[config.mk]
export PLATFORM = sky130hd
export DESIGN_NAME = qspi_arb
export DESIGN_NICKNAME = d
export VERILOG_FILES = /design/src/rtl/qspi_arb.sv
export SDC_FILE = /design/constraint.sdc
export NUM_CORES = 1
export LEC_CHECK = 0
export ABC_AREA = 1
export ABC_CLOCK_PERIOD_IN_PS = 5800
export BUFFER_PORTS_ARGS = -buffer_cell sky130_fd_sc_hd__buf_2
export CORE_MARGIN = 2
export CORE_UTILIZATION = 52
export DETAILED_ROUTE_END_ITERATION = 10
export PLACE_DENSITY = 0.95
export SYNTH_ARGS = -nofsm -noshare
export SYNTH_HDL_FRONTEND = slang
export SYNTH_SLANG_ARGS = --single-unit
[constraint.sdc]
create_clock -name clk -period 5.8 [get_ports clk]
set_input_delay 0.29 -clock clk [delete_from_list [all_inputs] [get_ports clk]]
set_output_delay 0.29 -clock clk [all_outputs]
set_load 0.02 [all_outputs]
[src/rtl/qspi_arb.sv]
// Arbitrates the shared QSPI line-transfer engine between icache fills and
// dcache writeback+fill pairs, with beat-count checking and a grant timeout.
module qspi_arb #(
  parameter int          PA          = 22,
  parameter int          LINE_LENGTH = 4,
  parameter logic [6:0]  MEM_PREFIX  = 7'h7f,
  parameter int          TIMEOUT     = 255,
  localparam int         TW          = PA - $clog2(LINE_LENGTH)
) (
  input  logic          clk,
  input  logic          reset,
  input  logic          i_req,
  input  logic [TW-1:0] i_tag,
  input  logic          d_req,
  input  logic          d_dirty,
  input  logic [TW-1:0] d_wtag,
  input  logic [TW-1:0] d_rtag,
  input  logic          q_wstrobe,
  input  logic          q_rstrobe,
  input  logic          q_done,
  output logic          q_req,
  output logic          q_i_d,
  output logic          q_write,
  output logic [TW-1:0] q_paddr,
  output logic          q_mem,
  output logic          i_wstrobe,
  output logic          d_wstrobe,
  output logic          d_rstrobe,
  output logic          i_done,
  output logic          d_done,
  output logic          i_fault,
  output logic          d_fault,
  output logic          err
);
  localparam int NB   = 2 * LINE_LENGTH;
  localparam int BW   = $clog2(NB + 1);
  localparam int TO_W = $clog2(TIMEOUT + 1);

  typedef enum logic [2:0] {IDLE, I_FILL, D_PUSH, D_PULL, GAP} state_t;

  state_t          state, state_nxt;
  logic            last_d;
  logic [BW-1:0]   bcnt, beats_now;
  logic [TO_W-1:0] tcnt;
  logic            grant, grant_nxt, beat, tmo, err_set;
  logic            i_done_nxt, d_done_nxt, i_fault_nxt, d_fault_nxt;
  logic [TW-1:0]   tag_nxt;
  logic            idd_nxt, wr_nxt;

  assign grant     = (state == I_FILL) || (state == D_PUSH) || (state == D_PULL);
  assign i_wstrobe = q_wstrobe & (state == I_FILL);
  assign d_rstrobe = q_rstrobe & (state == D_PUSH);
  assign d_wstrobe = q_wstrobe & (state == D_PULL);
  assign beat      = i_wstrobe | d_rstrobe | d_wstrobe;
  // beat on the q_done cycle itself still counts toward the line
  assign beats_now = (beat && bcnt != BW'(NB)) ? bcnt + BW'(1) : bcnt;
  assign tmo       = grant && !q_done && (tcnt == TO_W'(TIMEOUT - 1));
  assign err_set   = grant && q_done && (beats_now != BW'(NB));

  always_comb begin
    state_nxt   = state;
    i_done_nxt  = 1'b0;
    d_done_nxt  = 1'b0;
    i_fault_nxt = 1'b0;
    d_fault_nxt = 1'b0;
    case (state)
      IDLE: begin
        if (i_req && (!d_req || last_d)) state_nxt = I_FILL;
        else if (d_req)                  state_nxt = d_dirty ? D_PUSH : D_PULL;
      end
      I_FILL: begin
        if (q_done)   begin state_nxt = GAP; i_done_nxt  = 1'b1; end
        else if (tmo) begin state_nxt = GAP; i_fault_nxt = 1'b1; end
      end
      D_PUSH: begin
        // push->pull is atomic; a timed-out push abandons the pull
        if (q_done)   state_nxt = D_PULL;
        else if (tmo) begin state_nxt = GAP; d_fault_nxt = 1'b1; end
      end
      D_PULL: begin
        if (q_done)   begin state_nxt = GAP; d_done_nxt  = 1'b1; end
        else if (tmo) begin state_nxt = GAP; d_fault_nxt = 1'b1; end
      end
      GAP:     state_nxt = IDLE;
      default: state_nxt = IDLE;
    endcase
  end

  assign grant_nxt = (state_nxt == I_FILL) || (state_nxt == D_PUSH) ||
                     (state_nxt == D_PULL);

  // transfer attributes are latched only on grant entry so they stay stable
  always_comb begin
    tag_nxt = q_paddr;
    idd_nxt = q_i_d;
    wr_nxt  = q_write;
    if (state_nxt != state) begin
      case (state_nxt)
        I_FILL:  begin tag_nxt = i_tag;  idd_nxt = 1'b1; wr_nxt = 1'b0; end
        D_PUSH:  begin tag_nxt = d_wtag; idd_nxt = 1'b0; wr_nxt = 1'b1; end
        D_PULL:  begin tag_nxt = d_rtag; idd_nxt = 1'b0; wr_nxt = 1'b0; end
        default: ;
      endcase
    end
  end

  always_ff @(posedge clk or negedge reset) begin
    if (!reset) begin
      state   <= IDLE;
      last_d  <= 1'b1;
      bcnt    <= '0;
      tcnt    <= '0;
      q_req   <= 1'b0;
      q_i_d   <= 1'b0;
      q_write <= 1'b0;
      q_paddr <= '0;
      q_mem   <= 1'b0;
      i_done  <= 1'b0;
      d_done  <= 1'b0;
      i_fault <= 1'b0;
      d_fault <= 1'b0;
      err     <= 1'b0;
    end else begin
      state   <= state_nxt;
      if (state == IDLE && state_nxt != IDLE) last_d <= (state_nxt != I_FILL);
      if (state_nxt != state) begin
        bcnt <= '0;
        tcnt <= '0;
      end else if (grant) begin
        bcnt <= beats_now;
        tcnt <= tcnt + TO_W'(1);
      end
      q_req   <= grant_nxt;
      q_i_d   <= idd_nxt;
      q_write <= wr_nxt;
      q_paddr <= tag_nxt;
      q_mem   <= (tag_nxt[TW-1 -: 7] == MEM_PREFIX);
      i_done  <= i_done_nxt;
      d_done  <= d_done_nxt;
      i_fault <= i_fault_nxt;
      d_fault <= d_fault_nxt;
      if (err_set) err <= 1'b1;
    end
  end
endmodule

==> impl_metrics.yaml, run 1 <==
sta:
  fin_crit_ns: 2.627
  finalHoldViolations: 0
  finalSetupTns_ns: 0
  setup_viol: 0
  min_period_over_period_pct: 45.30
  grt_setup_unrepaired: "no"
  clock_skew_ns: 0.01234
  max_freq_mhz: 380.6
  fin_ws_ns: 3.173
  drv_slew: 0
  tightest_slew_ns: 0.9736
  slew_headroom_pct: 35.09
setup_path:
  crit_path_start: "tcnt[0]"
  critPathKind: "reg2reg"
  max_stage_delay_ns: 0.41
  worstReg2RegStart: "tcnt[0]"
  required_ns: 6.05
  slowest_stage: "dfrtp_1"
  end_kind: "flip-flop"
  start_kind: "flip-flop"
  crit_path_cell_trace: "inv_1, ha_1, nand2_1, nor2_1, nand3_1, nand2_1, nand2_1, nand2_2, nand2_2, nor2_4, nand2_1, nand3_1, nand2_1, nand2_1, nand3_1, nor2_1"
  critPathArrivalTime_ns: 2.87
  reg2reg_depth: 16
  cp_common_cell: "nand2_1"
  worstPathMaxFanout: 19
synth:
  postSynth.asyncResetShare_pct: 100.0
  ys.flop_type: "dfrtp_1"
  synth_edf_count: 0
  yosys_warnings: 0
  synth_fp_nets: 382
  synth_top_area_cell: "dfrtp_1"
  ys_seq_elements: 45
  synth_top_area_share_pct: 44.56
  synthDistinctLibCells: 33
  syn-cell-area_mm2: 0.002471
  syn_inst: 310
  ys_seq_area_share_pct: 45.62
  synth_area_leaders: "dfrtp_1 (45%), nand2_1 (13%), nor2_1 (7.6%), nand3_1 (5.3%), a41oi_1 (4.6%)"
  syn_area_per_cell_um2: 7.971
floorplan:
  core_area_mm2: 0.004661
  die_w_um: 72.94
  io_pins: 100
  die_y_um: 72.94
  die-area_mm2: 0.005320
  initial_core_util_pct: 53.02
  fp-row-count: 25
run:
  cap_violations: 0
grt:
  grt_usage_pct: 24.46
  antenna_found_initial: 0
  grt_max_degree: 46
  grt.overflow.total: 0
  grt_pass1_wl_um: 10220
  first_global_vias: 2452
clock_tree:
  cts.path.max_buffers: 2
  clk_pin_slew_worst_paths_ns: 0.09
  clkSinkCount: 45
  numCtsBuffers: 5
  cts_tree: "yes"
  cts_resized: 0
  cts_hold_buffers: 0
  worstSkewPairLatency_ns: 0.31
  post_cts_buffers: 0
  htreeDepth: 2
  root_buffer: "clkbuf_8"
layout:
  layout-drive-gt1-share_pct: 31.94
  finalNonFillerCells: 461
  syn_to_final_growth_pct: 24.76
  insertedDiodeCount: 0
  finish.net_count: 478
power:
  p_switching_mw: 0.9191
  power_frac_clock_pct: 12.2
  swShare_pct: 50.84
  ir_drop_mv: 0.4943
  p_leak_nw: 1.559
  p_seq_share_pct: 28.2
  powerDensity_mw_per_mm2: 586.5
  p_int_mw: 0.8889
  comb_power_share_pct: 59.7
min_path:
  hp-class: "in2async"
status:
  status: "complete, no violations"
detailed_routing:
  avgViaCountPerCell: 5.462
  drt-total-wl_um: 6351
  vias: 2518
  dr.pass1.iters: 5
  wire_per_inst_um: 13.78
  drtIter0Drc: 152
  drc_errors: 0
  ant_nets: 0
placed_design:
  place_inst: 453
  dpl.hpwl_um: 4722
  port_buffers: 99
  pre_cts_ws_ns: 3.234
  place.gp.congestion: 0.8794
metrics by stage:
| stage | hold WS [ns] | cell area, um^2 | utilization [%] | total power, mW |
|---|---|---|---|---|
| 6_report | 0.1300 | 3083 | 66.15 | 1.808 |
| 5_1_grt | 0.1903 | 3083 | 66.15 | 1.966 |
| 4_1_cts | 0.1741 | 3083 | 66.15 | 1.806 |
| 3_5_place_dp | 0.4841 | 2978 | 63.89 | 1.579 |
| 3_3_place_gp | 0.4812 | 2978 | 63.89 | 1.538 |
| 2_1_floorplan | -0.005591 | 2471 | - | 1.344 |
flip-flops by register name (all words and copies together) (netlist names):
register	cells
bcnt	4
d_done	1
d_fault	1
err	1
i_done	1
i_fault	1
last_d	1
q_i_d	1
q_mem	1
q_paddr	20
q_req	1
q_write	1
state	3
tcnt	8
cells in the mapped netlist, types with 4 or more instances:
| master | number |
|---|---|
| inv_1 | 19 |
| a41oi_1 | 13 |
| nand2_1 | 85 |
| o21ai_0 | 6 |
| buf_2 | 6 |
| dfrtp_1 | 44 |
| inv_2 | 4 |
| nor2_2 | 4 |
| nand2_2 | 7 |
| nand4_1 | 11 |
| xor2_1 | 6 |
| nor2_1 | 50 |
| nand3_1 | 26 |
| ha_1 | 4 |
worst paths after layout:
path | to | slack (ns)
worst max-delay path | q_mem | 3.17
worst min-delay path | q_paddr[14] | 0.13
worst max register to register | q_mem | 3.17
worst min register to register | q_write | 0.50
max in group asynchronous | err | 5.06
min in group clk | q_paddr[3] | 0.24
power by group through the flow:
stage,logic [mW],clock network [mW],registers (mW)
2_1_floorplan,0.733,0,0.610
3_3_place_gp,1.03,0,0.509
3_5_place_dp,1.07,0,0.512
4_1_cts,1.07,0.223,0.508
5_1_grt,1.21,0.240,0.519
6_report,1.08,0.220,0.510
cells in the final DEF (no fill, tap or decap), drive strengths merged, types with 4 or more instances in the layout:
master,netlist,routed
nand4,11,11
ha,4,4
buf,9,99
nor2,57,57
o21ai,6,6
or2,4,4
nand2,94,94
clkbuf,1,7
nand3,28,28
inv,23,24
dfrtp,44,44
xor2,6,6
a41oi,13,13
metal layers:
layer	vias up	part of all wire, %	track usage, %
li1	1206	-	-
met1	1169	41	30.31
met2	121	50	40.10
met3	22	6.0	5.939
met4	0	3.1	11.73
met5	-	0	0
cell families (layout without fill, tap and decap cells):
family,count (synthesis),in the layout,synth area share [%]
buffers and inverters,33,130,5.772
xor gates and xnor gates,7,7,2.481
AOI/OAI and AO/OA,22,22,6.735
and+or+nand+nor,199,199,37.37
adders and majority gates,4,4,2.025
DFF,45,45,45.62
final cells by class:
type	count	area, um^2
inverter	23	86.33
clock inverter	1	8.758
clock buffer	7	96.34
sequential	45	1127
timing repair buffer	99	495.5
fill	374	1578
tap	54	67.56
multi-input combinational	232	1201
worst max-delay path: cells and delay by family (launching register included):
kind                       cells  cell delay, ns
buffers and inverters          1            0.09
DFF                            1            0.41
and+or+nand+nor               14            1.91
adders and majority gates      1            0.16
(Power assumes the default switching activity.)
==> run 2: changes to the inputs <==
Settings changed: ABC_CLOCK_PERIOD_IN_PS 5800 to 2300, CORE_UTILIZATION 52 to 44, PLACE_DENSITY 0.95 to 0.88.
Clock period 5.8 ns to 2.3 ns, I/O delays scaled along.
==> impl_metrics.yaml, run 2 (synthesis results as in run 1) <==
status:
  status: "finished with violations"
  violations: "hold timing"
power:
  powerDensity_mw_per_mm2: 1486
  p_int_mw: 2.350
  p_switching_mw: 2.351
  power_frac_clock_pct: 9.9
  p_seq_share_pct: 27.3
  p_leak_nw: 1.574
  comb_power_share_pct: 62.8
  ir_drop_mv: 0.8052
  swShare_pct: 50.01
layout:
  final_cell_mix: "buf_2 (99), nand2_1 (84), nor2_1 (50), dfrtp_1 (44), nand3_1 (26)"
  finish.net_count: 485
  finalNonFillerCells: 486
  largest_reg_flops: 20
  layout-drive-gt1-share_pct: 32.85
  largestRegisters: "q_paddr x20, tcnt x8, bcnt x4"
  syn_to_final_growth_pct: 28.05
  fillerInstances: 475
  fin_area_mm2: 0.003164
  multi_input_area_mm2: 0.001214
  largest-register: "q_paddr"
  insertedDiodeCount: 0
  final_common_cell: "buf_2"
  regArea_mm2: 0.001127
sta:
  clock_skew_ns: 0.008248
  drv_slew: 0
  slew_headroom_pct: 34.32
  fin_ws_ns: 0.1139
  fin_crit_ns: 2.186
  finalHoldViolations: 44
  grt_setup_unrepaired: "yes"
  setup_viol: 0
  hold_slack_ns: -0.02681
  max_freq_mhz: 457.4
  min_period_over_period_pct: 95.05
  tightest_slew_ns: 0.9851
setup_path:
  crit_family: "simple AND/OR/NAND/NOR gates"
  worstPathMaxFanout: 12
  start_kind: "flip-flop"
  crit_path_cell_trace: "inv_1, ha_1, inv_1, nor2_1, nand2_1, nor2_1, nor2_2, nor2_8, nand3_4, nand2_4, inv_4, or2_1, nand2_1, nor2_1, nand2_1, nor2_1"
  slowest_stage: "dfrtp_1"
  required_ns: 2.50
  worst-path-buf-inv: 3
  max_stage_delay_ns: 0.42
  cp_common_cell: "nor2_1"
  end_kind: "flip-flop"
  critPathKind: "reg2reg"
  critPathArrivalTime_ns: 2.39
placed_design:
  dpl.hpwl_um: 4800
  place_inst: 477
  pre_cts_ws_ns: 0.1055
  port_buffers: 99
  place.gp.congestion: 0.8969
  dpl_cell_area_mm2: 0.003045
floorplan:
  initial_core_util_pct: 45.15
  die_y_um: 78.94
  io_pins: 100
  fp-row-count: 27
  core_area_mm2: 0.005473
  die-area_mm2: 0.006232
  die_w_um: 78.94
grt:
  antenna_found_initial: 0
  first_global_vias: 2370
  grt.overflow.total: 0
  grt_max_degree: 46
  grt_usage_pct: 20.60
  grt_pass1_wl_um: 10140
clock_tree:
  cts.path.max_buffers: 2
  root_buffer: "clkbuf_8"
  htreeDepth: 2
  post_cts_buffers: 0
  clkSinkCount: 45
  numCtsBuffers: 5
  clk_pin_slew_worst_paths_ns: 0.08
  worstSkewPairLatency_ns: 0.30
  cts_tree: "yes"
detailed_routing:
  ant_nets: 0
  drc_errors: 0
  drt-total-wl_um: 6489
  vias: 2532
  wire_per_inst_um: 13.35
  drtIter0Drc: 139
  avgViaCountPerCell: 5.210
  dr.pass1.iters: 4
run:
  cap_violations: 0
min_path:
  hp-class: "in2async"
[run 2: cell types whose count changed in the layout (fill, tap and decap cells not counted), sizes merged]
cell	delta
buf	+6
inv	-2
clkbuf	+1
clkinvlp	+2
[run 2: power groups by stage]
stage | Clock, mW | Sequential (mW) | Combinational [mW]
after global placement | 0 | 1.28 | 2.73
after global routing | 0.512 | 1.31 | 3.29
after CTS | 0.477 | 1.28 | 2.83
after detailed placement | 0 | 1.29 | 2.82
final | 0.466 | 1.29 | 2.95
after floorplan | 0 | 1.54 | 1.85
[run 2: final cells by class]
| cell class | count | share of cell area (%) |
|---|---|---|
| Multi-Input combinational cell | 232 | 38.36 |
| Sequential cell | 45 | 35.63 |
| Timing Repair Buffer | 105 | 17.48 |
| Inverter | 23 | 2.926 |
| Tap cell | 72 | 2.847 |
| Clock buffer | 8 | 2.531 |
| Timing Repair inverter | 1 | 0.2372 |
[run 2: what timing repair did]
| action | in CTS | in global routing |
|---|---|---|
| endpoints found under the setup margin | 0 | 15 |
| hold buffers | 0 | 0 |
| resized for setup | 0 | 9 |
[run 2: final timing paths]
path,from,to,slack [ns],cells after the start
worst max-delay path,tcnt[0],q_mem,0.11,16
worst min register to register,err,err,0.49,1
worst max register to register,tcnt[0],q_mem,0.11,16
worst min-delay path,reset,bcnt[1],-0.03,1
max in group asynchronous,reset,q_paddr[1],1.72,1
min in group clk,d_wtag[12],q_paddr[12],0.09,3
[run 2: per-stage QoR]
step           power, mW  hold slack (ns)  utilization, %  setup TNS, ns
2_1_floorplan      3.388          -0.1806               -              0
3_3_place_gp       4.009           0.3166           55.65              0
3_5_place_dp       4.113           0.3264           55.65              0
4_1_cts            4.583         0.001098           57.11              0
5_1_grt            5.110          0.04534           57.82        -0.1414
6_report           4.702         -0.02681           57.82              0
[run 2: worst register-to-register path, stage by stage (launching register included)]
cell and delay, ns:
dfrtp_1 0.42, inv_1 0.09, ha_1 0.17, inv_1 0.05, nor2_1 0.10, nand2_1 0.06, nor2_1 0.16, nor2_2 0.09
nor2_8 0.20, nand3_4 0.12, nand2_4 0.11, inv_4 0.08, or2_1 0.22, nand2_1 0.08, nor2_1 0.05, nand2_1 0.05
nor2_1 0.04
[run 2: metal layers]
metal,GRT usage [%],wire [um],up-vias
li1,-,-,1219
met1,24.24,2620,1191
met2,36.24,3285,115
met3,4.545,493,7
met4,8.793,89,0
met5,0,0,-
